**config.mk**
```make
export PLATFORM = sky130hd
export DESIGN_NAME = mem_rmw_ctrl_flat
export DESIGN_NICKNAME = d
export VERILOG_FILES = /design/src/rtl/mem_rmw_ctrl_if.sv /design/src/rtl/mem_rmw_ctrl.sv /design/src/flat_wrapper.sv
export SDC_FILE = /design/constraint.sdc
export NUM_CORES = 1
export LEC_CHECK = 0
export BUFFER_PORTS_ARGS = -buffer_cell sky130_fd_sc_hd__buf_2
export CORE_AREA = 3 3 134 136
export CTS_CLUSTER_DIAMETER = 50
export CTS_CLUSTER_SIZE = 40
export DETAILED_ROUTE_END_ITERATION = 8
export DIE_AREA = 0 0 137 139
export PLACE_DENSITY = 0.87
export SETUP_SLACK_MARGIN = 0.15
export SLEW_MARGIN = 40
export SYNTH_ARGS = -nofsm -noshare
export SYNTH_HDL_FRONTEND = slang
export SYNTH_SLANG_ARGS = --single-unit
```
**constraint.sdc**
```tcl
create_clock -name clk -period 2.08 [get_ports clk]
set_input_delay 0.104 -clock clk [delete_from_list [all_inputs] [get_ports clk]]
set_output_delay 0.104 -clock clk [all_outputs]
set_load 0.01 [all_outputs]
```
**src/rtl/mem_rmw_ctrl_if.sv**
```systemverilog
// Requester-side bus of mem_rmw_ctrl: single-port request channel plus
// read-response pulse. The controller takes the slave modport.
interface mem_rmw_ctrl_if #(
  parameter int ADDR_W = 6,
  parameter int WIDTH  = 64,
  parameter int MASK_W = 8
);
  logic              req_valid;
  logic              req_ready;
  logic              req_write;
  logic [ADDR_W-1:0] req_addr;
  logic [WIDTH-1:0]  req_wdata;
  logic [MASK_W-1:0] req_mask;
  logic              rsp_valid;
  logic [WIDTH-1:0]  rsp_data;
  logic              rsp_err;

  modport master (
    output req_valid, req_write, req_addr, req_wdata, req_mask,
    input  req_ready, rsp_valid, rsp_data, rsp_err
  );

  modport slave (
    input  req_valid, req_write, req_addr, req_wdata, req_mask,
    output req_ready, rsp_valid, rsp_data, rsp_err
  );
endinterface

```
**src/rtl/mem_rmw_ctrl.sv**
```systemverilog
// Front-end for a 1R/1W SRAM macro without byte enables: reads pass through,
// partial-mask writes become a two-stage read-modify-write with a one-entry bypass.
module mem_rmw_ctrl #(
  parameter int DEPTH     = 48,
  parameter int WIDTH     = 64,
  parameter int MASK_GRAN = 8,
  parameter int ADDR_W    = 6
) (
  input  logic              clk,
  input  logic              rst_n,
  mem_rmw_ctrl_if.slave     bus,
  output logic [ADDR_W-1:0] R0_addr,
  output logic              R0_en,
  input  logic [WIDTH-1:0]  R0_data,
  output logic [ADDR_W-1:0] W0_addr,
  output logic              W0_en,
  output logic [WIDTH-1:0]  W0_data
);

  localparam int unsigned     MASK_W  = WIDTH / MASK_GRAN;
  localparam logic [ADDR_W:0] DEPTH_A = (ADDR_W + 1)'(DEPTH);

  logic              ready_q;
  logic              a_fire;
  logic              a_in_range;
  logic              a_mask_full;
  logic              a_mask_zero;

  logic              b_valid;
  logic              b_write;
  logic              b_err;
  logic [ADDR_W-1:0] b_addr;
  logic [WIDTH-1:0]  b_wdata;
  logic [MASK_W-1:0] b_mask;

  logic              fwd_hit;
  logic [WIDTH-1:0]  fwd_data;
  logic [ADDR_W-1:0] r0_addr_q;
  logic [ADDR_W-1:0] w0_addr_q;

  logic [WIDTH-1:0]  base;
  logic [WIDTH-1:0]  merged;
  logic              rsp_fire;

  // Stage A: decode the incoming request and issue the macro read
  always_comb begin
    a_fire      = bus.req_valid && ready_q;
    a_in_range  = {1'b0, bus.req_addr} < DEPTH_A;
    a_mask_full = &bus.req_mask;
    a_mask_zero = ~|bus.req_mask;
    R0_en       = a_fire && a_in_range &&
                  (!bus.req_write || (!a_mask_full && !a_mask_zero));
    R0_addr     = R0_en ? bus.req_addr : r0_addr_q;
  end

  // Stage B: merge against either the macro output or the forwarded word
  always_comb begin
    base   = fwd_hit ? fwd_data : R0_data;
    merged = '0;
    for (int unsigned i = 0; i < MASK_W; i++) begin
      merged[i*MASK_GRAN +: MASK_GRAN] = b_mask[i] ? b_wdata[i*MASK_GRAN +: MASK_GRAN]
                                                   : base[i*MASK_GRAN +: MASK_GRAN];
    end
    W0_en    = b_valid && b_write;
    W0_addr  = W0_en ? b_addr : w0_addr_q;
    W0_data  = merged;
    rsp_fire = b_valid && !b_write;
  end

  assign bus.req_ready = ready_q;
  assign bus.rsp_valid = rsp_fire;
  assign bus.rsp_err   = rsp_fire && b_err;
  assign bus.rsp_data  = (rsp_fire && !b_err) ? base : '0;

  always_ff @(posedge clk or negedge rst_n) begin
    if (!rst_n) begin
      ready_q   <= 1'b0;
      b_valid   <= 1'b0;
      b_write   <= 1'b0;
      b_err     <= 1'b0;
      b_addr    <= '0;
      b_wdata   <= '0;
      b_mask    <= '0;
      fwd_hit   <= 1'b0;
      fwd_data  <= '0;
      r0_addr_q <= '0;
      w0_addr_q <= '0;
    end else begin
      ready_q   <= 1'b1;
      // Zero-mask and out-of-range writes never enter stage B
      b_valid   <= a_fire && (bus.req_write ? (a_in_range && !a_mask_zero) : 1'b1);
      b_write   <= bus.req_write;
      b_err     <= !a_in_range;
      b_addr    <= bus.req_addr;
      b_wdata   <= bus.req_wdata;
      b_mask    <= bus.req_mask;
      r0_addr_q <= R0_addr;
      w0_addr_q <= W0_addr;
      // Macro read-during-write output is undefined; serve the next stage from W0_data
      fwd_hit   <= R0_en && W0_en && (R0_addr == W0_addr);
      if (R0_en && W0_en && (R0_addr == W0_addr)) begin
        fwd_data <= W0_data;
      end
    end
  end

endmodule

```
**src/flat_wrapper.sv**
```systemverilog
// flat-port wrapper written by rule: the top's interface ports become plain ports
module mem_rmw_ctrl_flat 
#(
  parameter int DEPTH     = 48,
  parameter int WIDTH     = 64,
  parameter int MASK_GRAN = 8,
  parameter int ADDR_W    = 6
)
  (clk, rst_n, R0_addr, R0_en, R0_data, W0_addr, W0_en, W0_data, bus_req_valid, bus_req_write, bus_req_addr, bus_req_wdata, bus_req_mask, bus_req_ready, bus_rsp_valid, bus_rsp_data, bus_rsp_err);
  mem_rmw_ctrl_if #(.ADDR_W(ADDR_W), .WIDTH(WIDTH), .MASK_W((WIDTH / (8)))) bus_i ();
  input  logic clk;
  input  logic rst_n;
  output logic [ADDR_W-1:0] R0_addr;
  output logic R0_en;
  input  logic [WIDTH-1:0] R0_data;
  output logic [ADDR_W-1:0] W0_addr;
  output logic W0_en;
  output logic [WIDTH-1:0] W0_data;
  input wire logic [$bits(bus_i.req_valid)-1:0] bus_req_valid;
  input wire logic [$bits(bus_i.req_write)-1:0] bus_req_write;
  input wire logic [$bits(bus_i.req_addr)-1:0] bus_req_addr;
  input wire logic [$bits(bus_i.req_wdata)-1:0] bus_req_wdata;
  input wire logic [$bits(bus_i.req_mask)-1:0] bus_req_mask;
  output wire logic [$bits(bus_i.req_ready)-1:0] bus_req_ready;
  output wire logic [$bits(bus_i.rsp_valid)-1:0] bus_rsp_valid;
  output wire logic [$bits(bus_i.rsp_data)-1:0] bus_rsp_data;
  output wire logic [$bits(bus_i.rsp_err)-1:0] bus_rsp_err;
  assign bus_i.req_valid = bus_req_valid;
  assign bus_i.req_write = bus_req_write;
  assign bus_i.req_addr = bus_req_addr;
  assign bus_i.req_wdata = bus_req_wdata;
  assign bus_i.req_mask = bus_req_mask;
  assign bus_req_ready = bus_i.req_ready;
  assign bus_rsp_valid = bus_i.rsp_valid;
  assign bus_rsp_data = bus_i.rsp_data;
  assign bus_rsp_err = bus_i.rsp_err;
  mem_rmw_ctrl #(.DEPTH(DEPTH), .WIDTH(WIDTH), .MASK_GRAN(MASK_GRAN), .ADDR_W(ADDR_W)) u_core (.clk(clk), .rst_n(rst_n), .bus(bus_i), .R0_addr(R0_addr), .R0_en(R0_en), .R0_data(R0_data), .W0_addr(W0_addr), .W0_en(W0_en), .W0_data(W0_data));
endmodule
```
==> key figures <==
Run status
  • Status: finished, violations left
  • Failing checks: negative setup slack

Global routing
  • Largest net degree at the start of global routing: 54
  • All-layer global routing usage: between 20% and 30%
  • Initial antenna violation count: 2
  • GRT Residual Overflow: 0
  • First-pass GRT wire length: 36900 µm
  • Vias in the first global route: 6654

Timing
  • Final Hold Viols: 0
  • Slew HR: 62.7%
  • RSZ-0062 raised after global routing: yes
  • Min Clock Period, post-route: 2.21 ns
  • Setup ws final: -0.133 ns
  • Clock Skew: 0.0116 ns
  • Final Cycle Share: 106%
  • Maximum clock rate: 452 MHz
  • Worst slew pin tran: 0.560 ns
  • Final Slew Violations: 0
  • Final setup viols: between 100 and 150

Logic synthesis
  • Top-count cell post-synth: dfrtp_1
  • Top_reg_cell synth: dfrtp_1
  • Netlist cell types: 33
  • Synth top area share: 54.0%
  • Cells after Synth: 502
  • Leading area contributor after synthesis: dfrtp_1
  • Synth top cells by count: dfrtp_1 (159), mux2_2 (129), mux2_4 (60)
  • Register area share after synthesis: a little over half
  • Mean Syn Cell Area: 14.7 µm²
  • Top cells by area, synth: dfrtp_1 (54%), mux2_2 (20%), mux2_4 (12%), nor2b_1 (4.8%), mux2i_1 (1.9%)
  • Syn nets: 648
  • Mapped Area: 7370 µm²
  • Synth async-reset ratio: 100%
  • Synth warn: 0
  • Number of synthesized register bits: 159
  • Post-synth EDFFs: 0

Pwr
  • Max IR drop VDD: approximately 0.00053 V
  • Leak: 6.40 nW
  • Cell Pwr Density: a little over 600 nW/µm²

Setup path
  • Slowest cell delay on critical path: 0.39 ns
  • Slowest CP cell: dfrtp_1
  • CP Launch Type: register
  • Crit. End Element: register
  • Buf+Inv Stages, Crit Path: 3
  • Crit Path Class: register to register
  • WP data required: 2.38 ns
  • Critical-path cell list: xor2_1 > a2111oi_4 > o211ai_2 > nor4b_4 > buf_4 > buf_8 > buf_12 > mux2_4
  • CP arrival: 2.51 ns
  • Reg2reg start: u_core.b_addr[0]
  • Max FO, Critical Path: 11
  • CP Launch Point: u_core.b_addr[0]
  • Delay-heaviest family, CP: compound AO/OA/AOI/OAI gates

Floorplanning
  • Row count: 48
  • Starting Density: 43.2%
  • Die W: approximately 140 µm
  • I/O Pins: 291
  • Core Region: around 17000 µm²
  • Die H: 139 µm
  • Die ar.: around 19000 µm²

Place
  • GP Congestion: 0.805
  • DP HPWL: 13700 µm
  • Placed Cells: 1006
  • I/O Buffers: 290
  • Area post-placement: 9130 µm²

Clocking
  • Max Buffers Root-to-Sink: 2
  • Clk root buf: clkbuf_16
  • Clock transition at path regs: 0.06 ns
  • Clk sinks: 159
  • CTS tree: yes
  • Htree depth: 4
  • Worst-Skew Late Latency: 0.43 ns
  • CTS buffer count: 17

Finish
  • Syn-to-layout area delta: 73.5%
  • Fraction of layout cells with a size suffix above 1: 68.3%
  • Fin nets: 1090
  • Final cell count without fillers: 1183
  • Design area: 12800 µm²

Drt
  • Average wire per standard cell: 23.5 µm
  • Drt via density: ~5.1
  • Initial DRC Count: 252
  • Final WL: 27800 µm
  • Pre-antenna DRT Iters: 4
  • ANT nets after route: 0
  • Via Count: 6061
  • # DRC: 0

Hold path
  • HP Class: input port to register
  • Worst Min Path Start: bus_req_addr[4]

Run
  • Maxcap violations: 0
[cell type report]
| class | count | area, µm² |
|---|---|---|
| sequential | 159 | 3980 |
| multi-input combinational | 301 | 3920 |
| inverter | 12 | 47.5 |
| clock buffer | 22 | 474 |
| timing repair buffer | 453 | 4000 |
| fill | 966 | 4270 |
| clock inverter | 9 | 85.1 |
| antenna | 2 | 5.00 |
| tap | 225 | 282 |
[worst min-delay path, delay by kind of cell]
kind	cells	cell delay, ns
compound gates	1	0.11
buf+inv	1	0.10
xor+xnor	1	0.08
simple gates	1	0.07
[metal layers]
layer  global-route usage [%]  part of all wire [%]
met5                        0                     0
met4                     11.7                   4.4
met3                     7.04                   5.8
met2                     43.9                    53
met1                     28.5                    37
[sequential cells by signal, indices dropped and copies added, names as in the netlist]
signal,count
u_core.b_wdata,64
u_core.fwd_data,64
u_core.b_mask,8
u_core.b_addr,6
u_core.r0_addr_q,6
u_core.w0_addr_q,6
u_core.b_err,1
u_core.b_valid,1
u_core.b_write,1
u_core.bus.req_ready,1
u_core.fwd_hit,1
[worst paths after layout]
check / to / slack (ns) / cells past startpoint
setup reg to reg: u_core.fwd_data[45] / -0.13 / 8
hold / removal: u_core.fwd_hit / 0.09 / 4
min in group asynchronous: u_core.b_wdata[38] / 0.22 / 2
setup / recovery: u_core.fwd_data[45] / -0.13 / 8
hold reg to reg: u_core.r0_addr_q[1] / 0.50 / 1
max in group asynchronous: u_core.fwd_data[2] / 1.19 / 3
[timing repair]
| item | 4_1_cts | 5_1_grt |
|---|---|---|
| gates cloned | 8 | 6 |
| endpoints found under the hold margin | 137 | 0 |
| endpoints found under the setup margin | 161 | 195 |
| hold buffers | 82 | 0 |
| gates resized for setup | 153 | 175 |
| pin swaps | 0 | 3 |
| setup buffers | 25 | 23 |
[kinds of logic after synthesis]
group,synth area share [%]
buf+inv,3.63
xor+xnor,0.594
flops,54.0
simple gates,7.01
compound gates,0.916
other cells,0.0509
mux,33.8
[where the power goes]
group / switching [W] / leakage (nW) / internal (W)
Combinational: 0.000596 / 4.12 / 0.000868
Sequential: 0.000106 / 2.00 / 0.00324
Clock: 0.00132 / 0.268 / 0.00174
[metrics by stage]
stage / hold slack (ns) / utilization [%] / power, W / setup WS, ns / TNS, ns
3_3_place_gp: 0.0879 / 53.5 / 0.00427 / -0.0539 / -1.91
4_1_cts: 0.0726 / 68.3 / 0.00764 / -0.115 / -5.51
2_1_floorplan: -0.192 / - / 0.00382 / 0.0727 / 0
5_1_grt: 0.103 / 75.0 / 0.00813 / -0.222 / -16.93
6_report: 0.0876 / 75.0 / 0.00787 / -0.133 / -7.71
3_5_place_dp: 0.0924 / 53.5 / 0.00430 / -0.0957 / -3.96
[layout by cell type, fill, tap and decap left out, types with 5 or more instances in the layout]
master         instances
buf_2                190
mux2_4               168
dfrtp_1              158
buf_6                115
dlygate4sd3_1         81
nor2b_4               42
buf_4                 39
clkbuf_16             22
mux2_2                21
nor2b_1               15
inv_1                 11
buf_12                11
buf_16                10
mux2i_2                7
nor2_1                 6
mux2i_1                5
No activity file was read; power rests on OpenSTA's default activity.
